File: config.mk
export PLATFORM = sky130hd
export DESIGN_NAME = sdr_req_arbiter
export DESIGN_NICKNAME = d
export VERILOG_FILES = /design/src/rtl/sdr_req_arbiter.sv
export SDC_FILE = /design/constraint.sdc
export NUM_CORES = 1
export LEC_CHECK = 0
export ABC_AREA = 0
export BUFFER_PORTS_ARGS = -buffer_cell sky130_fd_sc_hd__buf_4
export CAP_MARGIN = 20
export CORE_ASPECT_RATIO = 0.7
export CORE_MARGIN = 2
export CORE_UTILIZATION = 50
export DETAILED_ROUTE_END_ITERATION = 16
export GPL_TIMING_DRIVEN = 0
export PLACE_DENSITY = 0.88
export SYNTH_ARGS = -nofsm -noshare
export SYNTH_HDL_FRONTEND = slang
export SYNTH_SLANG_ARGS = --single-unit
File: constraint.sdc
create_clock -name wb_clk_i -period 2.3 [get_ports wb_clk_i]
set_clock_uncertainty 0.1 [all_clocks]
set_input_delay 0.46 -clock wb_clk_i [delete_from_list [all_inputs] [get_ports wb_clk_i]]
set_output_delay 0.46 -clock wb_clk_i [all_outputs]
set_load 0.005 [all_outputs]
File: src/rtl/sdr_req_arbiter.sv
// sdr_req_arbiter: round-robin two-requester front end for the SDRAM core request generator
module sdr_req_arbiter #(
  parameter int APP_AW  = 26,
  parameter int TIMEOUT = 255
) (
  input  logic              wb_clk_i,
  input  logic              wb_rst_i,
  input  logic              m0_req_i,
  input  logic [APP_AW-1:0] m0_addr_i,
  input  logic              m0_wr_i,
  input  logic              m1_req_i,
  input  logic [APP_AW-1:0] m1_addr_i,
  input  logic              m1_wr_i,
  output logic              m0_ack_o,
  output logic              m1_ack_o,
  output logic              m0_err_o,
  output logic              m1_err_o,
  output logic              req_o,
  output logic [APP_AW-1:0] req_addr_o,
  output logic              req_wr_o,
  output logic              req_id_o,
  input  logic              req_ack_i,
  output logic              timeout_o
);
  typedef enum logic [1:0] {IDLE, GRANT, DONE} state_t;
  localparam logic [7:0] LIMIT = 8'(TIMEOUT - 1);
  state_t     state, state_nx;
  logic [7:0] cnt;
  logic       last_id, any, win, hit, miss;
  always_comb begin
    any      = m0_req_i | m1_req_i;
    win      = (m0_req_i & m1_req_i) ? ~last_id : m1_req_i;
    hit      = (state == GRANT) && req_ack_i;
    miss     = (state == GRANT) && !req_ack_i && (cnt == LIMIT);
    state_nx = (state == IDLE)  ? (any ? GRANT : IDLE) :
               (state == GRANT) ? ((hit | miss) ? DONE : GRANT) : IDLE;
  end
  assign req_o = (state == GRANT);
  always_ff @(posedge wb_clk_i or posedge wb_rst_i)
    if (wb_rst_i) state <= IDLE;
    else          state <= state_nx;
  // ack wins over a coincident timeout because miss requires req_ack_i low
  always_ff @(posedge wb_clk_i or posedge wb_rst_i)
    if (wb_rst_i) begin
      req_addr_o <= '0;
      req_wr_o   <= 1'b0;
      req_id_o   <= 1'b0;
      last_id    <= 1'b1;
      cnt        <= '0;
      m0_ack_o   <= 1'b0;
      m1_ack_o   <= 1'b0;
      m0_err_o   <= 1'b0;
      m1_err_o   <= 1'b0;
      timeout_o  <= 1'b0;
    end else begin
      if (state == IDLE && any) begin
        req_addr_o <= win ? m1_addr_i : m0_addr_i;
        req_wr_o   <= win ? m1_wr_i : m0_wr_i;
        req_id_o   <= win;
        last_id    <= win;
        cnt        <= '0;
      end else if (state == GRANT && !req_ack_i) begin
        cnt <= cnt + 8'd1;
      end
      m0_ack_o  <= hit & ~req_id_o;
      m1_ack_o  <= hit & req_id_o;
      m0_err_o  <= miss & ~req_id_o;
      m1_err_o  <= miss & req_id_o;
      timeout_o <= timeout_o | miss;
    end
endmodule

# After elaboration in Yosys (flattened, before gate mapping)
# Cells that the tools add are included.
[totals]
ff_bits = 44
input_bits = 59
out_inout_bits = 34
wordCells = 40
[op_classes]
n_addsub = 1
eq_ne = 2
n_mux = 9
n_bitwise = 10
n_reduce_logical = 7
[op_table]
columns = ["op", "n"]
rows = [
  ["2-to-1 mux 26 bit", 1],
  ["2-to-1 mux 8 bit", 2],
  ["adder 8 x 1 -> 8 bit, second input constant", 1],
  ["== test 8 bit, second input constant", 1],
  ["2-to-1 mux 2 bit", 3],
  ["bitwise AND 1 bit", 5],
  ["logical AND 1 bit", 4],
  ["2-to-1 mux 1 bit", 3],
  ["OR 1 bit", 3],
  ["== test 2 x 1 -> 1 bit, second input constant", 1],
  ["zero test 2 bit", 1],
  ["inverter 1 bit", 2],
  ["nonzero test 2 bit", 1],
  ["zero test 1 bit", 1],
]

# Longest topological paths before layout
[depth]
ltp_word = 7
ltp_mapped = 5
mapped_depth_nobuf = 5

# Worst setup path before layout
# Ideal clock, no wire load.
[synth_timing]
kind = "input port to flip-flop"
from = "in req_ack_i"
to = "reg state[0]"
setup_ns = 0.118
t_arrival_ns = 1.254
required_ns = 2.082
path_slack_ns = 0.828
path_stages = 3
path_buffers = 0
cell_sequence = "nand4bb_4 > or3_1 > a21o_1"
[synth_via]
elab_chain_len = 7
word_cells_on_any_way = 8
cone_classes = "mux (3); bitwise (1); reduce/logical (4)"
[synth_lines]
columns = ["element", "line_no", "rtl"]
rows = [
  ["start, declared", "22", "input logic req_ack_i,"],
  ["zero test 1 bit", "34", "miss = (state == GRANT) && !req_ack_i && (cnt == LIMIT);"],
  ["logical AND 1 bit (2 in series)", "34", ""],
  ["OR 1 bit (*)", "36", "(state == GRANT) ? ((hit | miss) ? DONE : GRANT) : IDLE;"],
  ["2-to-1 mux 2 bit (*) (2 in series)", "36", ""],
  ["2-to-1 mux 2 bit (*)", "35", "state_nx = (state == IDLE) ? (any ? GRANT : IDLE) :"],
  ["via state_nx[0]", "27", "state_t state, state_nx;"],
  ["end signal, assigned", "41", "else state <= state_nx;"],
  ["end, declared", "27", ""],
]
# The timed path passes the listed nets; every way through them passes the cells marked *.
# A chain may end at the register's enable or synchronous reset.

# Worst setup path in the final report
[layout_timing]
from = "reg state[0]"
to = "out req_o"
[layout_via]
elab_chain_len = 1
[layout_lines]
columns = ["element", "line_no", "rtl"]
rows = [
  ["== test 2 x 1 -> 1 bit", "38", "assign req_o = (state == GRANT);"],
  ["end, declared", "18", "output logic req_o,"],
]
# Every way passes these cells.

==> impl_metrics.tcl <==
set metrics [dict create \
    run_status "finished clean" \
    crit_type "register to output port" \
    reg2reg_depth 4 \
    finalSetupViolations 0 \
    cts_sinks 44 \
    wl_per_cell_um 14.4 \
    max_cap_viol_count 0 \
    critPathSlowestCell "dfrtp_1" \
    final_util_pct 73.8 \
    worstPathMaxFanout 6 \
    async_reset_ff_share_pct 100 \
    post_cts_resize_count 0 \
    cts_buffer_depth 2 \
    syn_area_per_cell_um2 10.9 \
    post_cts_buffers 0 \
    initial_core_util_pct 52.3 \
    regMostFlops "req_addr_o" \
    grt_overflow_total 0 \
    drtIter0Drc 163 \
    timing.final.crit_share_pct 71.5 \
    synthFlopType "dfrtp_1" \
    drt_pre_antenna_iters 4 \
    required_ns 1.74 \
    numCtsBuffers 5 \
    crit_path_max_incr_delay_ns 0.46 \
    top_regs "req_addr_o: 26 flops, cnt: 8 flops, state: 2 flops" \
    crit_chain "nor2b_1 > buf_4" \
    grt_pass1_wl_um 7820 \
    synth_mux_area_share_pct 14.1 \
    r2r_slack_ns 0.71 \
    drc_errors 0 \
    antenna_left 0 \
    power.leakage_uw 0.00141 \
    tightestPinTransition_ns 0.892 \
    synth_cells 190 \
    cp-end-kind "output port" \
    drive_gt1_share_pct 37.7 \
    synth_compound_gate_area_share_pct 18.3 \
    viasPerCell 5.43 \
    cp_data_arrival_time_ns 1.08 \
    gp_congestion 0.790 \
    ir_drop_mv 0.742 \
    holdBufCountCts 0 \
    period_minus_slack_ns 1.64 \
    dr_total_vias 1853 \
    startpoint_type "register" \
    timing.slew.headroom_pct 40.5 \
    wl_um 4910 \
    dieWidth_um 80.8 \
    ctsRootBufferMaster "clkbuf_8" \
    largest_register_ffs 26 \
    design.core.area_mm2 0.00395 \
    rsz0062_at_grt "no" \
    syn-num-nets 251 \
    max_freq_mhz 608 \
    synth_xor_area_share_pct 0.850 \
    synth.yosys.warnings 0 \
    port-buffer-count 92 \
    htree_levels 2 \
    insertion_delay_ns 0.29 \
    grt_pass1_vias 1736 \
    synth-edff-count 0 \
    grt.total_usage_pct 22.3 \
    synth_top_family_by_area "compound AO/OA/AOI/OAI gates" \
    antenna_found_initial 0 \
    worst_hold_slack_ns 0.256 \
    timing_hold_violations_final 0 \
    synth_area_mm2 0.00206 \
    ys_types 32 \
    cts_tree "done" \
    synthSimpleGateAreaFrac_pct 8.43 \
    synth_fa_ha_area_share_pct 1.21 \
    rows 19 \
    insertedDiodeCount 0 \
    fillerInstances 308 \
    powerDensity_mw_per_mm2 1020 \
    dieArea_mm2 0.00466 \
    syn_to_final_growth_pct 41.3 \
    die_h_um 57.7 \
    holdCritPathClass "primary input to async pin" \
    ys_ff_latch 44 \
    dp_hpwl_um 3680 \
    yosysSeqAreaShare_pct 53.5 \
    final_nets 350 \
    finalSetupTns_ns 0 \
    io_pins 93 \
    grt_max_degree 45 \
    clkSlewWorstSetupHoldPaths_ns 0.07 \
    drv_slew 0 \
]
[power by group]
part,internal [uW],switching (uW)
combinational,639,575
clock,267,239
sequential,1070,184
[per-layer routing]
metal | vias up | global-route usage (%) | routed length [um]
met2 | 84 | 36.1 | 2210
li1 | 881 | - | -
met5 | - | 0 | 0
met1 | 881 | 28.9 | 2150
met4 | 0 | 8.47 | 80
met3 | 7 | 6.23 | 472
[cell usage after synthesis, drive strengths merged, types with 2 or more instances]
cell type	number	area, um^2
o21ai	58	294
or3	2	12.5
o31ai	2	15.0
clkbuf	8	30.0
buf	3	33.8
xnor2	2	17.5
inv	3	11.3
nand2	6	22.5
a21oi	4	20.0
dfrtp	43	1080
ha	2	25.0
nor2	10	37.5
mux2i	29	290
or4	2	15.0
[cells by family after synthesis]
kind of cell,count (synthesis)
simple gates,29
xor+xnor,2
mux,29
fa+ha+maj,2
compound gates,70
flops,44
buf+inv,14
[stage by stage]
step	setup WS (ns)	cells	total power [uW]	cell area (um^2)
6_report	0.656	341	2970	2910
5_1_grt	0.572	341	3180	2910
4_1_cts	0.656	341	3000	2910
3_5_place_dp	0.549	334	2490	2820
3_3_place_gp	0.143	334	2440	2820
2_1_floorplan	0.711	190	1830	2060
[layout by cell type (no fill, tap or decap), drive strengths merged]
cell     instances
nor2b            1
o31ai            2
xnor2            2
and4bb           1
a31oi            1
or4              2
a22o             1
clkbuf          15
nand3            1
inv              3
nor2            10
a21boi           1
or2              1
nand2            6
dfstp            1
o21ai           58
or3              2
o21bai           1
ha               2
nor3b            1
and4             1
a211oi           1
nand4bb          1
a21oi            4
nand2b           1
nand4            1
mux2i           29
buf             95
a21o             1
dfrtp           43
[critical path: cells and delay by family (launching register included)]
| kind | cells | cell delay, ns |
|---|---|---|
| AND/OR/NAND/NOR | 1 | 0.21 |
| flip-flops | 1 | 0.46 |
| buffers and inverters | 1 | 0.13 |
[final timing paths]
check	from	to
max	state[0]	req_o
min	wb_rst_i	req_addr_o[24]
max reg2reg	state[0]	req_addr_o[7]
min reg2reg	timeout_o	timeout_o
max in group asynchronous	wb_rst_i	state[1]
min in group wb_clk_i	m0_req_i	last_id
[area by class of cell]
class                   instances  area, um^2  share of cell area [%]
plain buffers                  11        63.8                    2.19
clock buffers                   7        96.3                    3.31
inverters                       3        11.3                   0.386
multi-input cells             132         885                    30.4
flip-flops and latches         44        1100                    37.8
well taps                      52        65.1                    2.23
repair buffers                 92         691                    23.7
(Power assumes the default switching activity.)
